## src/rtl/uart_echo_tx.sv

```systemverilog
// UART echo transmitter: captures received bytes into a FIFO and re-sends them as 8N1 frames.
// Optional macro UART_ECHO_CRLF_EN appends 0x0A after every captured 0x0D.
module uart_echo_tx #(
  parameter int CLK_FREQ   = 100_000_000,
  parameter int BAUD       = 9600,
  parameter int FIFO_DEPTH = 8
) (
  input  logic                        clk,
  input  logic                        reset,
  input  logic [7:0]                  numRx,
  input  logic                        rxDataRdy,
  output logic                        RsTx,
  output logic                        txBusy,
  output logic [$clog2(FIFO_DEPTH):0] fifoCount,
  output logic                        overflow
);

  localparam int DIV = CLK_FREQ / BAUD;
  localparam int AW  = $clog2(FIFO_DEPTH);
  localparam int TW  = $clog2(DIV);

  typedef enum logic [1:0] {
    S_IDLE,
    S_START,
    S_DATA,
    S_STOP
  } state_t;

  logic          r_sync1;
  logic          r_sync2;
  logic          r_prev;
  logic          w_edge;
  logic          w_push;
  logic [7:0]    w_din;
  logic [7:0]    r_mem [FIFO_DEPTH];
  logic [AW:0]   r_wr;
  logic [AW:0]   r_rd;
  logic [AW:0]   w_count;
  logic          w_full;
  logic          w_empty;
  logic          w_wr_en;
  logic          w_pop;
  state_t        r_state;
  state_t        w_next;
  logic [TW-1:0] r_timer;
  logic          w_tick;
  logic [2:0]    r_bit;
  logic [7:0]    r_shift;

  always_ff @(posedge clk or negedge reset) begin
    if (!reset) begin
      r_sync1 <= 1'b0;
      r_sync2 <= 1'b0;
      r_prev  <= 1'b0;
    end else begin
      r_sync1 <= rxDataRdy;
      r_sync2 <= r_sync1;
      r_prev  <= r_sync2;
    end
  end

  assign w_edge = r_sync2 & ~r_prev;

`ifdef UART_ECHO_CRLF_EN
  // A captured CR schedules an LF push on the following cycle.
  logic r_lf_pend;

  always_ff @(posedge clk or negedge reset) begin
    if (!reset) r_lf_pend <= 1'b0;
    else        r_lf_pend <= w_edge && (numRx == 8'h0D);
  end

  assign w_push = w_edge | r_lf_pend;
  assign w_din  = r_lf_pend ? 8'h0A : numRx;
`else
  assign w_push = w_edge;
  assign w_din  = numRx;
`endif

  assign w_count   = r_wr - r_rd;
  assign w_full    = (w_count == (AW+1)'(FIFO_DEPTH));
  assign w_empty   = (r_wr == r_rd);
  assign w_wr_en   = w_push & ~w_full;
  assign fifoCount = w_count;

  always_ff @(posedge clk) begin
    if (w_wr_en) r_mem[r_wr[AW-1:0]] <= w_din;
  end

  always_ff @(posedge clk or negedge reset) begin
    if (!reset) begin
      r_wr     <= '0;
      r_rd     <= '0;
      overflow <= 1'b0;
    end else begin
      if (w_wr_en)         r_wr     <= r_wr + 1'b1;
      if (w_pop)           r_rd     <= r_rd + 1'b1;
      if (w_push & w_full) overflow <= 1'b1;
    end
  end

  assign w_tick = (r_timer == TW'(DIV - 1));

  always_ff @(posedge clk or negedge reset) begin
    if (!reset) begin
      r_state <= S_IDLE;
      r_timer <= '0;
      r_bit   <= '0;
      r_shift <= '0;
    end else begin
      r_state <= w_next;
      if (r_state == S_IDLE || w_tick) r_timer <= '0;
      else                             r_timer <= r_timer + 1'b1;
      if (w_pop) begin
        r_shift <= r_mem[r_rd[AW-1:0]];
        r_bit   <= '0;
      end else if (r_state == S_DATA && w_tick) begin
        r_shift <= r_shift >> 1;
        r_bit   <= r_bit + 1'b1;
      end
    end
  end

  always_comb begin
    w_next = r_state;
    unique case (r_state)
      S_IDLE:  if (!w_empty) w_next = S_START;
      S_START: if (w_tick) w_next = S_DATA;
      S_DATA:  if (w_tick && r_bit == 3'd7) w_next = S_STOP;
      S_STOP:  if (w_tick) w_next = w_empty ? S_IDLE : S_START;
      default: w_next = S_IDLE;
    endcase
  end

  // Stop-bit end pops directly so consecutive frames have no idle gap.
  always_comb begin
    RsTx   = 1'b1;
    txBusy = 1'b0;
    w_pop  = 1'b0;
    unique case (r_state)
      S_IDLE: w_pop = ~w_empty;
      S_START: begin
        RsTx   = 1'b0;
        txBusy = 1'b1;
      end
      S_DATA: begin
        RsTx   = r_shift[0];
        txBusy = 1'b1;
      end
      S_STOP: begin
        txBusy = 1'b1;
        w_pop  = w_tick & ~w_empty;
      end
      default: RsTx = 1'b1;
    endcase
  end

endmodule

```

## config.mk

```make
export PLATFORM = sky130hd
export DESIGN_NAME = uart_echo_tx
export DESIGN_NICKNAME = d
export VERILOG_FILES = /design/src/rtl/uart_echo_tx.sv
export SDC_FILE = /design/constraint.sdc
export NUM_CORES = 1
export LEC_CHECK = 0
export ABC_CLOCK_PERIOD_IN_PS = 3000
export CAP_MARGIN = 30
export CORE_ASPECT_RATIO = 1.5
export CORE_MARGIN = 10
export CORE_UTILIZATION = 54
export DETAILED_ROUTE_END_ITERATION = 10
export PLACE_DENSITY = 0.71
export SLEW_MARGIN = 10
export SYNTH_ARGS = -nofsm -noshare
export SYNTH_HDL_FRONTEND = slang
export SYNTH_SLANG_ARGS = --single-unit
```

## constraint.sdc

```tcl
create_clock -name clk -period 3 [get_ports clk]
set_input_delay 0.45 -clock clk [delete_from_list [all_inputs] [get_ports clk]]
set_output_delay 0.45 -clock clk [all_outputs]
set_load 0.1 [all_outputs]
```

==> results.cfg, run 1 <==
[run_status]
status = finished clean

[critical_path]
crit_arrival_ns = 2.62
crit_end = r_mem[7][3]
critPathMaxStageDelay_ns = 0.42
worstSetupEndpointType = flip-flop
cp_max_fo = 8
r2r_slack_ns = 0.43
crit_start = r_wr[1]
cp_top_family = simple AND/OR/NAND/NOR gates
path_class = reg2reg
required_ns = 3.05
r2r_cells = 8
r2r-start = r_wr[1]
slowest_stage = nor3_1
cp_cell_sequence = buf_4, ha_1, nand3b_1, and3_1, o31ai_1, buf_4, nor3_1, clkbuf_2
cp_common_cell = buf_4
cp-start-kind = flip-flop
cp.depth = 8
timing.rr.end = r_mem[7][3]
critPathBufInv = 3

[yosys]
yosysSeqAreaShare_pct = 63.30
synth_top_area_share_pct = 41.98
synth.avg_cell_area_sq_um = 15.31
yosys.cell_types.count = 49
synthArstFlopShare_pct = 37.86
synth_area_leaders = edfxtp_1, dfrtp_1, mux4_2
synth_edf_count = 64
synth-seq-cells = 103
synthesis.nets = 324
syn-cell-area_sq_mm = 0.004578
synth_warnings = 0
ys.flop_type = edfxtp_1
synth_cells = 299
yosysTopAreaCell = edfxtp_1

[floorplan]
fp.dieW_um = 95.18
fp.dieArea_sq_mm = 0.01264
die_h_um = 132.8
initial_core_util_pct = 54.75
fp-row-count = 41
io_pins = 18
coreArea_sq_mm = 0.008362

[route]
routed_wl_mm = 8.703
drcViolationCount = 0
drtIter0Drc = 157
ant_nets = 0
dr.pass1.iters = 4
vias = 2608
avgRoutedWirePerCell_um = 19.34
viasPerCell = 5.796

[place]
port_buffers = 17
place_ws_ns = 0.1865
dp_hpwl_mm = 6.116
gp_congestion = 0.7899

[global_route]
grt_first_pass_wirelength_mm = 14.21
use_met3_pct = 2.661
grtUsageMet2_pct = 24.22
grt_util_met1_pct = 17.92
grt_pass1_vias = 2618
grt_util_all_layers_pct = 14.68
grt_max_degree = 40
grt-busiest-layer = met2
antenna_found_initial = 0
gr-total-overflow = 0

[cts]
cts_tree = yes
cts_hold_buf = 0
cts_resized = 0
htree_num_levels = 3
clk_pin_slew_worst_paths_ns = 0.08
post_cts_buffers = 0
cts_buffers = 9
clock-root-buffer = clkbuf_16
clock_path_buffers = 2
clk_latency_ns = 0.34
cts.sinks = 103

[power_and_ir_drop]
swShare_pct = 41.43
irDropWorstVdd_mv = 1.334
power_frac_comb_pct = 49.1
seq_power_share_pct = 31.5
p_leak_nw = 2.099
power.total_mw = 5.976
p_per_area_mw_per_mm2 = 1119
power.switching_mw = 2.476
p_int_mw = 3.500
p_clk_share_pct = 19.3

[timing]
fmax_mhz = 388.8
rsz0062_at_grt = false
final.setup.worst_slack_ns = 0.4280
maxSlewViolCount = 0
hold_violations = 0
setup_viol = 0
fin_crit_ns = 2.572
fin_skew_ns = 0.006255
post-route-period-util_pct = 85.73
relSlewSlack_pct = 55.89
worst_pin_slew_ns = 0.6597

[flow_run]
maxCapViolCount = 0

[layout]
fin_util_pct = 63.85
finalNetCount = 363
diodes = 0
drive_gt1_share_pct = 22.74
synthToLayoutAreaGrowth_pct = 16.62

[worst_hold_path]
hold_path.class = reg2reg
min_path_cells = 0
## synthesized netlist by cell type (2+ instances only)
master    number
nor3_1         4
and4_1         2
dfrtp_1       39
xnor2_1        8
clkbuf_1       4
nor4b_1        2
ha_1          13
o21ai_0        4
mux2_2         3
and3_1         3
nand3b_1       2
mux4_2        16
mux2i_1       23
xor2_1         9
buf_6          2
edfxtp_1      64
nor4_1         7
inv_1         12
buf_2          6
nand2_1       11
nand4_1        4
and2_1         3
nor2_1        16
a21oi_1        6
nand3_1       12
## registers in the layout, summed over array words and instances (netlist names)
name,count
r_wr,4
r_shift,8
r_sync2,1
r_bit,3
r_mem,64
r_sync1,1
r_state,2
r_rd,4
r_prev,1
r_timer,14
overflow,1
## power by group through the flow
| stage | combinational [mW] | clock, mW | sequential (mW) |
|---|---|---|---|
| 4_1_cts | 2.96 | 1.18 | 1.89 |
| 5_1_grt | 3.13 | 1.24 | 1.92 |
| 6_report | 2.94 | 1.15 | 1.88 |
| 2_1_floorplan | 1.98 | 0 | 1.94 |
| 3_5_place_dp | 2.94 | 0 | 1.91 |
| 3_3_place_gp | 2.89 | 0 | 1.91 |
## worst register-to-register path: stages (launching register included)
cell,delay (ns)
dfrtp_1,0.39
buf_4,0.17
ha_1,0.32
nand3b_1,0.13
and3_1,0.26
o31ai_1,0.12
buf_4,0.18
nor3_1,0.42
clkbuf_2,0.28
## per-layer routing
metal	routed length [um]	vias up
met2	4653	62
li1	-	1215
met4	159	0
met3	369	11
met5	0	-
met1	3522	1320
## worst min path at each step
stage | startpoint | endpoint | slack [ns]
after floorplan | reset | overflow | 0.15
after global placement | r_sync1 | r_sync2 | 0.33
after detailed placement | r_sync1 | r_sync2 | 0.34
after CTS | reset | r_timer[8] | 0.26
after global routing | r_sync1 | r_sync2 | 0.36
final | r_sync1 | r_sync2 | 0.35
## placed cells by master (no fill, tap or decap), types with 2 or more instances in the layout
| cell | count |
|---|---|
| ha_1 | 13 |
| clkinv_8 | 2 |
| dfrtp_1 | 39 |
| clkdlybuf4s50_1 | 9 |
| a21oi_1 | 6 |
| nor2_1 | 15 |
| buf_2 | 3 |
| clkbuf_16 | 9 |
| buf_12 | 5 |
| nand3_1 | 12 |
| xnor2_1 | 8 |
| nand2_1 | 11 |
| buf_4 | 22 |
| nor3_1 | 4 |
| nand3b_1 | 2 |
| and4_1 | 2 |
| inv_1 | 12 |
| nor4_1 | 7 |
| o21ai_0 | 3 |
| and2_1 | 3 |
| mux2i_1 | 23 |
| mux4_2 | 16 |
| edfxtp_1 | 64 |
| nand4_1 | 4 |
| and3_1 | 3 |
| xor2_1 | 9 |
| inv_8 | 3 |
| mux2_2 | 3 |
## cell families after synthesis
family          count (synthesis)  share of synthesized area, %
flops                         103                         63.30
simple gates                   75                         9.484
mux                            42                         13.64
buf+inv                        26                         2.705
compound gates                 21                         3.280
xor+xnor                       18                         3.608
fa+ha+maj                      14                         3.990
## area by class of cell
| type | instances | area (sq um) |
|---|---|---|
| fill | 628 | 3023 |
| sequential | 103 | 2898 |
| multi-input combinational | 170 | 1565 |
| timing repair buffer | 41 | 385.4 |
| clock buffer | 9 | 225.2 |
| tap | 107 | 133.9 |
| clock inverter | 7 | 82.58 |
| inverter | 13 | 48.80 |
## metrics by stage
step	cells	area [sq um]	hold WS [ns]	TNS, ns
floorplan	299	4587	0.1544	-5.539
global placement	429	4986	0.3349	0
detailed placement	430	4991	0.3418	0
CTS	446	5299	0.2606	0
global route	450	5339	0.3636	0
finish	450	5339	0.3536	0
(Power assumes the default switching activity.)
==> inputs of run 2 (changes only) <==
CORE_UTILIZATION = 55   (was 54)
DONT_BUFFER_PORTS = 1   (was default)
PLACE_DENSITY = 0.69   (was 0.71)
==> results.cfg, run 2 (same netlist as run 1, synthesis figures left out) <==
[run_status]
status = finished clean

[power_and_ir_drop]
p_clk_share_pct = 19.4
power_frac_comb_pct = 46.0
seq_power_share_pct = 34.6
p_leak_nw = 2.009
p_int_mw = 3.280
power.switching_mw = 2.340
irDropWorstVdd_mv = 0.9800
power.total_mw = 5.621
swShare_pct = 41.64
p_per_area_mw_per_mm2 = 1091

[route]
viasPerCell = 5.705
ant_nets = 0
routed_wl_mm = 8.485
vias = 2476
drcViolationCount = 0
route.met2.wl_mm = 4.425
wl_met1_mm = 3.385
drtIter0Drc = 85
met3_length_um = 348
maxUsedRoutingLayer = met4
dr.pass1.iters = 4
avgRoutedWirePerCell_um = 19.55

[global_route]
grt_first_pass_wirelength_mm = 13.69
gr-total-overflow = 0
grt_util_all_layers_pct = 14.49
grt_max_degree = 40
antenna_found_initial = 0
grt_pass1_vias = 2599

[place]
place_inst = 414
dp_hpwl_mm = 6.158
port_buffers = 0
gp_congestion = 0.8204
place_ws_ns = 0.2908

[layout]
diodes = 0
finalNetCount = 349
synthToLayoutAreaGrowth_pct = 12.57
drive_gt1_share_pct = 22.49
most-common-layout-cells = edfxtp_1, dfrtp_1, mux2i_1
mostFrequentLayoutCell = edfxtp_1
largest_register_ff_count = 64
n_fill_cell = 604
fin_cells = 434

[timing]
fin_crit_ns = 2.610
relSlewSlack_pct = 39.44
maxSlewViolCount = 0
setup_viol = 0
worst_pin_slew_ns = 0.9084
fin_skew_ns = 0.007948
post-route-period-util_pct = 87.01
holdWs_ns = 0.1308
fin_setup_tns_ns = 0
hold_violations = 0
rsz0062_at_grt = false
final.setup.worst_slack_ns = 0.3897
fmax_mhz = 383.1

[critical_path]
crit_arrival_ns = 2.58
r2r_slack_ns = 0.39
cp_max_fo = 8
slowest_stage = nor4b_2
timing.rr.end = r_mem[4][3]
required_ns = 2.97
cp-start-kind = flip-flop
r2r_cells = 8
cp_cell_sequence = inv_1, ha_1, fa_1, xor2_1, nand3_1, o31ai_1, buf_4, nor4b_2
worstSetupEndpointType = flip-flop
critPathMaxStageDelay_ns = 0.70
r2r-start = r_wr[0]
path_class = reg2reg

[floorplan]
fp.dieW_um = 94.50
die_h_um = 131.7
fp-row-count = 40
initial_core_util_pct = 56.82
coreArea_sq_mm = 0.008058
fp.dieArea_sq_mm = 0.01245
io_pins = 18

[cts]
clk_pin_slew_worst_paths_ns = 0.07
cts_buffers = 9
cts_tree = yes
clock-root-buffer = clkbuf_16
cts.sinks = 103
htree_num_levels = 3
clk_latency_ns = 0.34
clock_path_buffers = 2

[worst_hold_path]
min_from = rxDataRdy
min_path_cells = 0
whs_endpoint = r_sync1
hold_path.class = in2reg

[flow_run]
maxCapViolCount = 0
run 2: how the worst max path moves through the flow:
stage / start / end / slack [ns] / cells after the start
finish: r_wr[0] / r_mem[4][3] / 0.39 / 8
global route: r_wr[0] / r_mem[4][3] / 0.19 / 8
CTS: r_wr[0] / r_mem[3][6] / 0.26 / 8
detailed placement: r_wr[0] / r_mem[3][4] / 0.29 / 8
global placement: r_wr[0] / r_mem[6][2] / 0.26 / 8
floorplan: r_rd[1] / r_mem[0][0] / -0.17 / 9
run 2: critical path, delay by kind of cell, from the launching register on:
family                     cells  cell delay [ns]
AOI/OAI and AO/OA              1             0.09
xor gates and xnor gates       1             0.17
adders and majority gates      2             0.59
buffers and inverters          2             0.23
DFF                            1             0.34
and+or+nand+nor                2             0.81
run 2: layout make-up:
class / instances / area (sq um) / share of cell area (%)
well taps: 105 / 131.4 / 2.549
clock buffers: 10 / 229.0 / 4.443
inverters: 13 / 48.80 / 0.9468
flip-flops and latches: 103 / 2898 / 56.23
clock inverters: 6 / 51.30 / 0.9954
multi-input cells: 170 / 1575 / 30.57
repair buffers: 27 / 220.2 / 4.273
run 2: metal layers:
layer	track usage [%]	vias up
li1	-	1183
met1	15.87	1227
met2	24.31	47
met3	3.763	19
met4	8.347	0
met5	0	-
run 2: power by group through the flow:
stage               sequential, mW  clock [mW]  combinational [mW]
CTS                           1.95        1.10                2.62
global placement              1.97           0                2.57
detailed placement            1.98           0                2.60
finish                        1.95        1.09                2.59
floorplan                     1.94           0                1.98
global route                  1.97        1.16                2.78
run 2: what timing repair did:
item / CTS / global route
setup buffers: 0 / 0
hold endpoints to repair: 39 / 0
hold buffers: 2 / 0
gates resized for setup: 0 / 0
run 2: per-stage QoR:
| stage | instance area, sq um | utilization [%] |
|---|---|---|
| 5_1_grt | 5154 | 63.96 |
| 2_1_floorplan | 4587 | - |
| 6_report | 5154 | 63.96 |
| 4_1_cts | 5144 | 63.84 |
| 3_5_place_dp | 4833 | 59.98 |
| 3_3_place_gp | 4823 | 59.86 |
==> inputs of run 3 (changes only) <==
CTS_BUF_LIST = sky130_fd_sc_hd__clkbuf_4 sky130_fd_sc_hd__clkbuf_8 sky130_fd_sc_hd__clkbuf_16   (was default)
SETUP_SLACK_MARGIN = 0.3   (was default)
==> results.cfg, run 3 (same netlist as run 1, synthesis figures left out) <==
[run_status]
status = finished clean

[global_route]
grtUsageMet2_pct = 21.98
use_met3_pct = 3.592
antenna_found_initial = 0
gr-total-overflow = 0
grt_util_all_layers_pct = 13.70
grt_pass1_vias = 2504
grt-busiest-layer = met2
grt_max_degree = 40
grt_first_pass_wirelength_mm = 13.14
grt_util_met1_pct = 16.65

[place]
dp_hpwl_mm = 5.477
place_ws_ns = 0.4107
dpl_cell_area_sq_mm = 0.004817
port_buffers = 0
gp_congestion = 0.7764

[critical_path]
timing.rr.end = r_mem[4][4]
worstSetupEndpointType = flip-flop
path_class = reg2reg
crit_end = r_mem[4][4]
crit_arrival_ns = 2.53
r2r_slack_ns = 0.44
r2r-start = r_wr[2]
cp_max_fo = 9
crit_start = r_wr[2]
r2r_cells = 5
cp-start-kind = flip-flop
required_ns = 2.97

[route]
avgRoutedWirePerCell_um = 18.41
drcViolationCount = 0
vias = 2463
drtIter0Drc = 104
viasPerCell = 5.755
dr.pass1.iters = 6
ant_nets = 0
routed_wl_mm = 7.880

[flow_run]
maxCapViolCount = 0

[timing]
post-route-period-util_pct = 85.35
rsz0062_at_grt = false
final.setup.worst_slack_ns = 0.4395
fmax_mhz = 390.5
holdWs_ns = 0.1355
setup_viol = 0
maxSlewViolCount = 0
fin_skew_ns = 0.006707
hold_violations = 0
worst_pin_slew_ns = 0.9050
relSlewSlack_pct = 39.67
fin_crit_ns = 2.560

[power_and_ir_drop]
seq_power_share_pct = 35.1
irDropWorstVdd_mv = 1.107
power.switching_mw = 2.340
p_leak_nw = 2.003
p_clk_share_pct = 19.9
p_int_mw = 3.223
power_frac_comb_pct = 45.0
power.total_mw = 5.563
p_per_area_mw_per_mm2 = 1082
swShare_pct = 42.06

[cts]
clk_latency_ns = 0.34
clock-root-buffer = clkbuf_16
cts.sinks = 103
cts_buffers = 9
cts_tree = yes
post_cts_buffers = 0
htree_num_levels = 3
clk_pin_slew_worst_paths_ns = 0.07
clock_path_buffers = 2

[layout]
finalNetCount = 343
mostFrequentLayoutCell = edfxtp_1
synthToLayoutAreaGrowth_pct = 12.27
finalInstanceArea_sq_mm = 0.005140
most-common-layout-cells = edfxtp_1, dfrtp_1, mux2i_1
drive_gt1_share_pct = 21.67
largest_register_ff_count = 64
diodes = 0

[floorplan]
fp-row-count = 40
fp.dieArea_sq_mm = 0.01245
fp.dieW_um = 94.50
io_pins = 18
coreArea_sq_mm = 0.008058
initial_core_util_pct = 56.82
die_h_um = 131.7

[worst_hold_path]
hold_path.class = in2reg
==> run 3: cell count changes in the layout (fill, tap and decap cells not counted), sizes merged <==
| cell | delta |
|---|---|
| buf | -6 |
| clkbuf | -1 |
| clkinv | +3 |
| clkinvlp | -3 |
| inv | +1 |
==> run 3: metal layers <==
metal / vias to the layer above / part of all wire (%) / wire length [um]
met5: - / 0 / 0
met4: 0 / 2.1 / 165
met3: 9 / 3.1 / 245
met2: 27 / 52 / 4066
met1: 1255 / 43 / 3402
li1: 1172 / - / -
==> run 3: worst max-delay path: stages (launching register included) <==
cell     delay [ns]
dfrtp_1        0.50
ha_1           0.41
a21oi_1        0.10
a21oi_1        0.36
o31ai_2        0.17
nor4b_4        0.65
==> run 3: worst min path at each step <==
stage,from,endpoint,slack (ns),cells after the start
2_1_floorplan,reset,overflow,0.15,0
3_3_place_gp,reset,r_prev,0.16,0
3_5_place_dp,reset,r_sync2,0.16,0
4_1_cts,rxDataRdy,r_sync1,0.12,0
5_1_grt,rxDataRdy,r_sync1,0.12,0
6_report,rxDataRdy,r_sync1,0.14,0
==> run 3: area by class of cell <==
cell class | count | area [sq um]
multi-input combinational | 170 | 1589
inverter | 13 | 48.80
clock buffer | 9 | 225.2
fill | 592 | 2918
sequential | 103 | 2898
tap | 105 | 131.4
timing repair buffer | 21 | 185.2
clock inverter | 7 | 62.56
==> run 3: repair_timing <==
| action | 4_1_cts | 5_1_grt |
|---|---|---|
| endpoints found under the hold margin | 39 | 0 |
| hold buffers | 2 | 0 |
| gates resized for setup | 0 | 1 |
| endpoints found under the setup margin | 0 | 25 |
==> run 3: power groups by stage <==
stage	clock, mW	combinational [mW]	sequential, mW
after global placement	0	2.48	1.98
after detailed placement	0	2.51	1.99
final	1.10	2.50	1.96
after global routing	1.20	2.70	1.99
after CTS	1.13	2.53	1.96
after floorplan	0	1.99	1.94
==> run 3: per-stage QoR <==
stage,TNS (ns),std cells,util [%]
after global routing,0,428,63.79
final,0,428,63.79
after global placement,0,410,59.78
after CTS,0,428,63.73
after floorplan,-3.556,299,-
after detailed placement,0,410,59.78
